==> config.mk <==
export PLATFORM = sky130hd
export DESIGN_NAME = uart_rx_deserializer
export DESIGN_NICKNAME = d
export VERILOG_FILES = /design/src/rtl/uart_rx_deserializer.sv
export SDC_FILE = /design/constraint.sdc
export NUM_CORES = 1
export LEC_CHECK = 0
export CAP_MARGIN = 10
export CORE_ASPECT_RATIO = 0.5
export CORE_MARGIN = 2
export CORE_UTILIZATION = 34
export DETAILED_ROUTE_END_ITERATION = 16
export GPL_TIMING_DRIVEN = 0
export PLACE_DENSITY = 0.49
export SYNTH_ARGS = -nofsm -noshare
export SYNTH_HDL_FRONTEND = slang
export SYNTH_SLANG_ARGS = --single-unit
==> constraint.sdc <==
create_clock -name clock -period 6.2 [get_ports clock]
set_input_delay 1.24 -clock clock [delete_from_list [all_inputs] [get_ports clock]]
set_output_delay 1.24 -clock clock [all_outputs]
set_load 0.01 [all_outputs]
==> src/rtl/uart_rx_deserializer.sv <==
// 16x-oversampled UART receiver: recovers LSB-first frames from rx and strobes good bytes to the RX FIFO.
// Optional macro UART_RX_PARITY_EN switches the frame from 8N1 to 8E1 (even parity checked before stop).
`timescale 1ns/1ps

module uart_rx_deserializer #(
  parameter int unsigned CLK_DIV = 326
) (
  input  logic       clock,
  input  logic       reset,
  input  logic       rx,
  output logic [7:0] data_out,
  output logic       write_flag,
  output logic       frame_error,
  output logic       busy
);

  localparam logic [2:0] IDLE   = 3'd0;
  localparam logic [2:0] START  = 3'd1;
  localparam logic [2:0] DATA   = 3'd2;
  localparam logic [2:0] STOP   = 3'd3;
`ifdef UART_RX_PARITY_EN
  localparam logic [2:0] PARITY = 3'd4;
`endif

  logic       rx_meta;
  logic       rxs;
  logic [15:0] div_cnt;
  logic       tick;
  logic [2:0] state;
  logic [3:0] os_cnt;
  logic [2:0] bit_cnt;
  logic [7:0] shift;
  logic       brk_hold;
  logic       par_ok;

  // Both stages reset high so a reset never looks like a start edge.
  always_ff @(posedge clock or posedge reset) begin
    if (reset) begin
      rx_meta <= 1'b1;
      rxs     <= 1'b1;
    end else begin
      rx_meta <= rx;
      rxs     <= rx_meta;
    end
  end

  assign tick = (div_cnt == 16'(CLK_DIV - 1));

  always_ff @(posedge clock or posedge reset) begin
    if (reset)     div_cnt <= '0;
    else if (tick) div_cnt <= '0;
    else           div_cnt <= div_cnt + 16'd1;
  end

`ifdef UART_RX_PARITY_EN
  logic par_err;
  assign par_ok = !par_err;
`else
  assign par_ok = 1'b1;
`endif

  always_ff @(posedge clock or posedge reset) begin
    if (reset) begin
      state       <= IDLE;
      os_cnt      <= '0;
      bit_cnt     <= '0;
      shift       <= '0;
      data_out    <= 8'h00;
      write_flag  <= 1'b0;
      frame_error <= 1'b0;
      busy        <= 1'b0;
      brk_hold    <= 1'b0;
`ifdef UART_RX_PARITY_EN
      par_err     <= 1'b0;
`endif
    end else begin
      // NOTE: the strobes default low here and a later non-blocking assignment in the
      // same block overrides it, which is what makes them exactly one clock wide.
      write_flag  <= 1'b0;
      frame_error <= 1'b0;
      // Any high level on the line ends a break, re-arming frame_error.
      if (rxs) brk_hold <= 1'b0;

      case (state)
        IDLE: begin
          if (!rxs) begin
            state   <= START;
            os_cnt  <= '0;
            bit_cnt <= '0;
            busy    <= 1'b1;
          end
        end

        START: begin
          if (tick) begin
            if (os_cnt == 4'd7) begin
              os_cnt  <= '0;
              bit_cnt <= '0;
              if (!rxs) begin
                state <= DATA;
              end else begin
                state <= IDLE;
                busy  <= 1'b0;
              end
            end else begin
              os_cnt <= os_cnt + 4'd1;
            end
          end
        end

        DATA: begin
          if (tick) begin
            os_cnt <= os_cnt + 4'd1;
            if (os_cnt == 4'd15) begin
              shift   <= {rxs, shift[7:1]};
              bit_cnt <= bit_cnt + 3'd1;
              if (bit_cnt == 3'd7) begin
`ifdef UART_RX_PARITY_EN
                state <= PARITY;
`else
                state <= STOP;
`endif
                os_cnt <= '0;
              end
            end
          end
        end

`ifdef UART_RX_PARITY_EN
        PARITY: begin
          if (tick) begin
            if (os_cnt == 4'd15) begin
              par_err <= rxs ^ (^shift);
              state   <= STOP;
              os_cnt  <= '0;
              bit_cnt <= '0;
            end else begin
              os_cnt <= os_cnt + 4'd1;
            end
          end
        end
`endif

        STOP: begin
          if (tick) begin
            if (os_cnt == 4'd15) begin
              state   <= IDLE;
              os_cnt  <= '0;
              bit_cnt <= '0;
              busy    <= 1'b0;
              if (rxs && par_ok) begin
                data_out   <= shift;
                write_flag <= 1'b1;
              end else if (rxs || !brk_hold) begin
                frame_error <= 1'b1;
              end
              // A low stop bit may be the start of a break; repeats stay silent until rx rises.
              if (!rxs) brk_hold <= 1'b1;
            end else begin
              os_cnt <= os_cnt + 4'd1;
            end
          end
        end

        default: begin
          state <= IDLE;
          busy  <= 1'b0;
        end
      endcase
    end
  end

endmodule

==> results.json, run 1 <==
{
  "reg2reg_depth": 7,
  "dr_total_vias": 1398,
  "core-area_mm2": 0.00618,
  "grt_pass1_vias": 1378,
  "synth_top_area_share_pct": 50.9,
  "dpl.cell_count": 286,
  "grt_max_degree": 26,
  "setup_ws_ns": 3.79,
  "period_needed_ns": 2.41,
  "routed_via_density": 4.76,
  "routed_wirelength_um": 3890,
  "power_density_mw_per_mm2": 223,
  "nets": 217,
  "busiest_layer": "met2",
  "drc": 0,
  "area_growth_pct": 18.5,
  "synth_flop_cell": "dfrtp_1",
  "cp-end-kind": "output port",
  "relSlewSlack_pct": 47.3,
  "syn_area_mm2": 0.00221,
  "met1_usage_pct": 16.8,
  "clkTransAtPathRegs_ns": 0.07,
  "diodes": 0,
  "cts_max_level": 2,
  "overflow": 0,
  "std_cell_rows": 20,
  "vdd_drop_max_mv": 0.112,
  "synth_cells": 184,
  "cpLargestDelayFamily": "buffers and inverters",
  "cp.required_ns": 4.96,
  "worst-slew-pin-transition_ns": 0.779,
  "firstDrtPassIters": 4,
  "die-width_um": 118,
  "synth_nets": 196,
  "numPortBuffers": 13,
  "postCtsSetupRepairBufs": 0,
  "synth_common_cells": "45 x dfrtp_1, 13 x nor2_1, 11 x nand2_1",
  "p_leak_uw": 0.00120,
  "slowest_delay_ns": 0.54,
  "grtUsageMet2_pct": 18.6,
  "crit_chain": "clkdlybuf4s50_1",
  "synth_cell_types": 44,
  "cp_slowest_cell": "clkdlybuf4s50_1",
  "cts_hold_buf": 0,
  "setup_tns_ns": 0,
  "dieArea_mm2": 0.00721,
  "yosys.area.top_type": "dfrtp_1",
  "ys_ff_latch": 47,
  "synth_area_leaders": "dfrtp_1 51%, ha_1 5.1%, mux2_1 4.1%",
  "wire_per_inst_um": 13.2,
  "grtUsageMet3_pct": 4.72,
  "cts_buffers": 5,
  "place_congestion": 0.758,
  "cp.arrival_ns": 1.17,
  "drive_gt1_share_pct": 17.0,
  "async_flop_share_pct": 100,
  "grt_usage_pct": 12.3,
  "fin_worst_skew_ns": 0.00684,
  "synth-seq-area-share_pct": 53.3,
  "rsz0062_at_grt": "false",
  "ys_warn_count": 0,
  "synth_edf_count": 0,
  "cts_tree": "built",
  "path_depth": 1,
  "first_iter_violations": 92,
  "start_util_pct": 35.8,
  "clockBufferDepth": 2,
  "preCtsSetupSlack_ns": 3.89,
  "holdCritPathClass": "reg -> reg",
  "place_area_mm2": 0.00247,
  "max_freq_mhz": 414,
  "setup_viol": 0,
  "path_class": "reg -> out",
  "timing.hold.ws_ns": 0.358,
  "grt_pass1_wl_um": 6800,
  "report.final.slew_viol_count": 0,
  "yosysMostFrequentCell": "dfrtp_1",
  "post-dp-hpwl_um": 2770,
  "die_h_um": 61.1,
  "numClockSinks": 47,
  "whs_path_depth": 0,
  "cts_resized": 0,
  "max_cap_violations": 0,
  "clock-root-buffer": "clkbuf_16",
  "final_hold_viol_count": 0,
  "antenna_found_initial": 0,
  "status": "finished, final reports clean",
  "start_kind": "flop",
  "final_area_mm2": 0.00262,
  "antenna_left": 0,
  "syn_area_per_cell_um2": 12.0,
  "clk-insertion-delay-late_ns": 0.28,
  "crit_path_max_fanout": 2,
  "instances_no_fill": 294,
  "worstPathBufferInverterCount": 1,
  "timing.final.crit_share_pct": 38.9,
  "ios": 14
}
==> logic make-up after synthesis <==
family                   synth area share, %
adder cells (fa/ha/maj)                 5.09
AND/OR/NAND/NOR                         16.3
buffers and inverters                   2.54
XOR/XNOR                                5.94
flip-flops                              53.3
AO/OA/AOI/OAI                           7.63
multiplexers                            9.27
==> worst register-to-register path, cell delays in order, from the launching register on <==
cell and delay (ns):
dfrtp_1 0.41, inv_1 0.07, ha_1 0.12, or4b_4 0.50
nor4_1 0.26, nand3_1 0.17, nor2_4 0.29, mux2_1 0.36
==> flip-flops by register name (all words and copies together), names as in the netlist <==
signal / flops
div_cnt: 16
frame_error: 1
data_out: 8
busy: 1
rxs: 1
write_flag: 1
rx_meta: 1
shift: 8
state: 2
brk_hold: 1
bit_cnt: 3
os_cnt: 4
==> through the flow <==
| stage | power [µW] | utilization, % |
|---|---|---|
| 2_1_floorplan | 319 | - |
| 3_3_place_gp | 323 | 39.7 |
| 3_5_place_dp | 325 | 40.0 |
| 4_1_cts | 595 | 42.4 |
| 5_1_grt | 614 | 42.4 |
| 6_report | 584 | 42.4 |
==> power by group <==
group	total [µW]	switching [µW]	leakage, µW	internal [µW]
sequential	308	0.724	0.000625	308
clock	266	115	0.0000664	151
combinational	9.78	7.23	0.000508	2.55
total	584	123	0.00120	461
==> cell type report <==
| class | count | area, µm² |
|---|---|---|
| Clock inverter | 3 | 23.8 |
| Inverter | 9 | 33.8 |
| Multi-Input combinational cell | 124 | 978 |
| Tap cell | 88 | 110 |
| Clock buffer | 5 | 125 |
| Fill cell | 589 | 3560 |
| Sequential cell | 47 | 1180 |
| Buffer | 4 | 22.5 |
| Timing Repair Buffer | 14 | 150 |
==> cell usage in the layout, fill, tap and decap left out, types with 6 or more instances in the layout <==
| cell type | n |
|---|---|
| mux2_1 | 8 |
| xnor2_1 | 10 |
| nand3_1 | 10 |
| inv_1 | 8 |
| nor2_1 | 13 |
| dfrtp_1 | 45 |
| mux2_2 | 8 |
| nand2_1 | 11 |
| ha_1 | 9 |
| a21oi_1 | 6 |
| clkdlybuf4s50_1 | 13 |
==> path summary, 6_finish.rpt <==
check	startpoint	end	slack [ns]
setup / recovery	data_out[7]	data_out[7]	3.79
hold / removal	rx_meta	rxs	0.36
setup reg to reg	div_cnt[1]	data_out[0]	3.91
hold reg to reg	rx_meta	rxs	0.36
max in group asynchronous	reset	state[0]	4.39
min in group asynchronous	reset	div_cnt[11]	1.31
==> per-layer routing <==
metal  share of wire, %  wire, µm
met1                 53      2080
met2                 42      1620
met3                4.1       159
met4               0.69        27
met5                  0         0
Power figures use the tool's default switching activity.
==> run 2, diff against run 1 <==
Settings changed: PLACE_DENSITY 0.49 to 0.5.
Clock period 6.2 ns to 2.05 ns, I/O delays scaled along.
==> results.json, run 2 (synthesis results as in run 1) <==
{
  "post-dp-hpwl_um": 2740,
  "grt_pass1_vias": 1508,
  "wire_per_inst_um": 13.2,
  "area_growth_pct": 24.0,
  "clockBufferDepth": 2,
  "status": "finished with violations",
  "r2r_slack_ns": -0.04,
  "setup_ws_ns": -0.0444,
  "power_density_mw_per_mm2": 643,
  "std_cell_rows": 20,
  "reg2reg_depth": 8,
  "setup_viol": 9,
  "antenna_found_initial": 0,
  "antenna_left": 0,
  "violations": "negative setup slack",
  "cp-end-kind": "flop",
  "max_freq_mhz": 477,
  "core-area_mm2": 0.00618,
  "numPortBuffers": 13,
  "routed_wirelength_um": 3950,
  "diodes": 0,
  "start_util_pct": 35.8,
  "crit_path_max_fanout": 8,
  "overflow": 0,
  "min_delay_worst_endpoint": "rxs",
  "period_needed_ns": 2.09,
  "cp.required_ns": 2.22,
  "nets": 223,
  "first_iter_violations": 47,
  "preCtsSetupSlack_ns": -0.248,
  "holdCritPathClass": "reg -> reg",
  "place_congestion": 0.779,
  "clock-root-buffer": "clkbuf_16",
  "worst-slew-pin-transition_ns": 0.521,
  "slowest_delay_ns": 0.52,
  "ios": 14,
  "report.final.slew_viol_count": 0,
  "grt_usage_pct": 12.8,
  "clkTransAtPathRegs_ns": 0.06,
  "cts_max_level": 2,
  "die-width_um": 118,
  "routed_via_density": 4.75,
  "dieArea_mm2": 0.00721,
  "max_cap_violations": 0,
  "rr_endpoint": "data_out[7]",
  "relSlewSlack_pct": 65.2,
  "vdd_drop_max_mv": 0.302,
  "cts_buffers": 5,
  "top_regs": "div_cnt (16), data_out (8), shift (8)",
  "dr_total_vias": 1421,
  "rsz0062_at_grt": "true",
  "r2r_start": "div_cnt[1]",
  "fin_worst_skew_ns": 0.00446,
  "grt_max_degree": 26,
  "nFillCells": 583,
  "largest_reg_flops": 16,
  "final_cell_mix": "45 x dfrtp_1, 13 x nor2_1, 13 x clkdlybuf4s50_1",
  "cts_tree": "built",
  "final_hold_viol_count": 0,
  "numClockSinks": 47,
  "top_register": "div_cnt",
  "whs_path_depth": 0,
  "crit_chain": "inv_1 > ha_1 > or4b_4 > nor4_4 > nand3_2 > nor2_4 > buf_12 > mux2_1",
  "die_h_um": 61.1,
  "grt_pass1_wl_um": 7120,
  "drc": 0,
  "timing.final.crit_share_pct": 102,
  "cp_slowest_cell": "or4b_4",
  "drive_gt1_share_pct": 23.2,
  "hold_start": "rx_meta",
  "clk-insertion-delay-late_ns": 0.28,
  "cp.arrival_ns": 2.26,
  "path_class": "reg -> reg",
  "layout_commonest_cell": "dfrtp_1",
  "firstDrtPassIters": 4,
  "setup_tns_ns": -0.341,
  "cts_hold_buf": 0,
  "start_kind": "flop",
  "p_leak_uw": 0.00125
}
run 2: critical path: cells and delay by family, from the launching register on:
| kind | cells | cell delay (ns) |
|---|---|---|
| simple gates | 4 | 0.97 |
| flops | 1 | 0.37 |
| mux | 1 | 0.31 |
| buf+inv | 2 | 0.19 |
| fa+ha+maj | 1 | 0.13 |
run 2: power by group:
group          switching [µW]  internal (µW)
clock                     326            476
combinational            22.2           7.73
sequential               1.55            931
run 2: worst max-delay path by stage:
stage               cells after the start  slack, ns          end        from
finish                                  8      -0.04  data_out[7]  div_cnt[1]
global placement                        2      -0.45   div_cnt[1]       reset
CTS                                     8      -0.08  data_out[5]  div_cnt[1]
global route                            8      -0.19  data_out[3]  div_cnt[1]
detailed placement                      7      -0.25  data_out[0]  div_cnt[1]
floorplan                               7       0.01  data_out[0]  div_cnt[1]
run 2: repair_timing:
action / in CTS / in global routing
buffers inserted: 4 / 2
setup endpoints to repair: 24 / 26
cloned: 0 / 0
pin swaps: 5 / 6
resized for setup: 7 / 7
run 2: cell type report:
type	count	area [µm²]	share of cell area [%]
clock inverter	1	5.00	0.182
multi-input combinational	124	1040	38.0
sequential	47	1180	43.0
clock buffer	6	139	5.06
buffer	4	26.3	0.958
timing repair buffer	20	208	7.57
tap	88	110	4.01
inverter	9	33.8	1.23
run 2: metal layers:
layer / GRT usage, % / part of all wire [%]
met4: 4.65 / 1.4
met5: 0 / 0
met3: 4.17 / 3.2
met2: 21.5 / 44
met1: 16.2 / 51
run 2: stage by stage:
stage / hold slack (ns) / utilization (%) / total power (µW) / std cells / instance area, µm²
6_report: 0.356 / 44.4 / 1760 / 299 / 2740
5_1_grt: 0.368 / 44.4 / 1830 / 299 / 2740
4_1_cts: 0.356 / 43.7 / 1790 / 297 / 2700
3_5_place_dp: 0.347 / 40.0 / 982 / 286 / 2470
3_3_place_gp: 0.346 / 39.7 / 977 / 285 / 2450
2_1_floorplan: 0.345 / - / 965 / 184 / 2210
==> run 3, diff against run 2 <==
Settings changed: MAX_ROUTING_LAYER set to met4.
==> results.json, run 3 (synthesis results as in run 1) <==
{
  "power_density_mw_per_mm2": 644,
  "start_util_pct": 35.8,
  "crit_chain": "inv_1 > ha_1 > or4b_4 > nor4_4 > nand3_2 > nor2_4 > buf_12 > mux2_1",
  "status": "finished with violations",
  "antenna_left": 0,
  "cts_buffers": 5,
  "post-dp-hpwl_um": 2740,
  "layout_commonest_cell": "dfrtp_1",
  "cp.required_ns": 2.22,
  "r2r_slack_ns": -0.05,
  "numPortBuffers": 13,
  "dr_total_vias": 1415,
  "top_register": "div_cnt",
  "place_congestion": 0.790,
  "std_cell_rows": 20,
  "cts_hold_buf": 0,
  "setup_ws_ns": -0.0459,
  "setup_tns_ns": -0.357,
  "top_layer": "met4",
  "drt-met1-wl_um": 2030,
  "routed_wirelength_um": 3960,
  "holdCritPathClass": "reg -> reg",
  "ios": 14,
  "worstPathBufferInverterCount": 2,
  "wl_met2_um": 1740,
  "relSlewSlack_pct": 65.2,
  "p_leak_uw": 0.00125,
  "clockBufferDepth": 2,
  "worstSetupEndpoint": "data_out[7]",
  "report.final.slew_viol_count": 0,
  "clock-root-buffer": "clkbuf_16",
  "core-area_mm2": 0.00618,
  "grt_pass1_wl_um": 7130,
  "dpl.cell_count": 286,
  "violations": "negative setup slack",
  "vdd_drop_max_mv": 0.302,
  "cpLargestDelayFamily": "simple AND/OR/NAND/NOR gates",
  "timing.final.crit_share_pct": 102,
  "wire_per_inst_um": 13.2,
  "postLayoutCoreUtil_pct": 44.4,
  "start_kind": "flop",
  "final_cell_mix": "45 x dfrtp_1, 13 x nor2_1, 13 x clkdlybuf4s50_1",
  "cts_max_level": 2,
  "grt_max_degree": 26,
  "antenna_found_initial": 0,
  "fin_worst_skew_ns": 0.00414,
  "r2r_start": "div_cnt[1]",
  "path_depth": 8,
  "firstDrtPassIters": 4,
  "path_class": "reg -> reg",
  "grt_usage_pct": 13.3,
  "die-width_um": 118,
  "overflow": 0,
  "die_h_um": 61.1,
  "rr_endpoint": "data_out[7]",
  "dieArea_mm2": 0.00721,
  "max_cap_violations": 0,
  "numClockSinks": 47,
  "slowest_delay_ns": 0.52,
  "grt_pass1_vias": 1507,
  "drc": 0,
  "final_hold_viol_count": 0,
  "area_growth_pct": 24.0,
  "first_iter_violations": 47,
  "cts_tree": "built",
  "rsz0062_at_grt": "true",
  "crit_start": "div_cnt[1]",
  "drive_gt1_share_pct": 23.2,
  "hold_start": "rx_meta",
  "max_freq_mhz": 477,
  "clkTransAtPathRegs_ns": 0.06,
  "cp_slowest_cell": "or4b_4",
  "period_needed_ns": 2.10,
  "cp.arrival_ns": 2.26,
  "nets": 223,
  "crit_path_max_fanout": 8,
  "cp-end-kind": "flop",
  "instances_no_fill": 299,
  "setup_viol": 9,
  "nFillCells": 583,
  "largest_reg_flops": 16,
  "clk-insertion-delay-late_ns": 0.28,
  "diodes": 0,
  "worst-slew-pin-transition_ns": 0.521,
  "top_regs": "div_cnt (16), data_out (8), shift (8)",
  "routed_via_density": 4.73,
  "reg2reg_depth": 8,
  "wl_met3_um": 127
}
-- run 3: cell type report --
| type | instances | area (µm²) | share of cell area, % |
|---|---|---|---|
| Tap cell | 88 | 110 | 4.01 |
| Inverter | 9 | 33.8 | 1.23 |
| Clock buffer | 6 | 139 | 5.06 |
| Clock inverter | 1 | 5.00 | 0.182 |
| Sequential cell | 47 | 1180 | 43.0 |
| Timing Repair Buffer | 20 | 208 | 7.57 |
| Multi-Input combinational cell | 124 | 1040 | 38.0 |
| Buffer | 4 | 26.3 | 0.958 |
-- run 3: power breakdown --
part | switching, µW | internal [µW]
sequential | 1.55 | 931
combinational | 22.2 | 7.73
clock | 327 | 476
-- run 3: through the flow --
step	total power, µW	hold slack, ns	worst slack [ns]	cell area [µm²]
2_1_floorplan	965	0.345	0.0125	2210
3_3_place_gp	977	0.346	-0.449	2450
4_1_cts	1790	0.356	-0.0772	2700
6_report	1770	0.356	-0.0459	2740
3_5_place_dp	982	0.347	-0.248	2470
5_1_grt	1830	0.368	-0.189	2740
-- run 3: timing repair --
| item | CTS | global route |
|---|---|---|
| buffers inserted | 4 | 2 |
| gates resized for setup | 7 | 7 |
| pin swaps | 5 | 6 |
| endpoints found under the setup margin | 24 | 26 |
-- run 3: worst min path at each step --
stage / endpoint / slack [ns] / cells after the start
2_1_floorplan: rxs / 0.35 / 0
3_3_place_gp: rxs / 0.35 / 0
3_5_place_dp: rxs / 0.35 / 0
4_1_cts: rxs / 0.36 / 0
5_1_grt: rxs / 0.37 / 0
6_report: rxs / 0.36 / 0
-- run 3: layer usage --
layer	vias up	GRT usage [%]
li1	698	-
met3	6	4.17
met5	-	-
met4	0	4.65
met2	13	21.4
met1	698	16.3
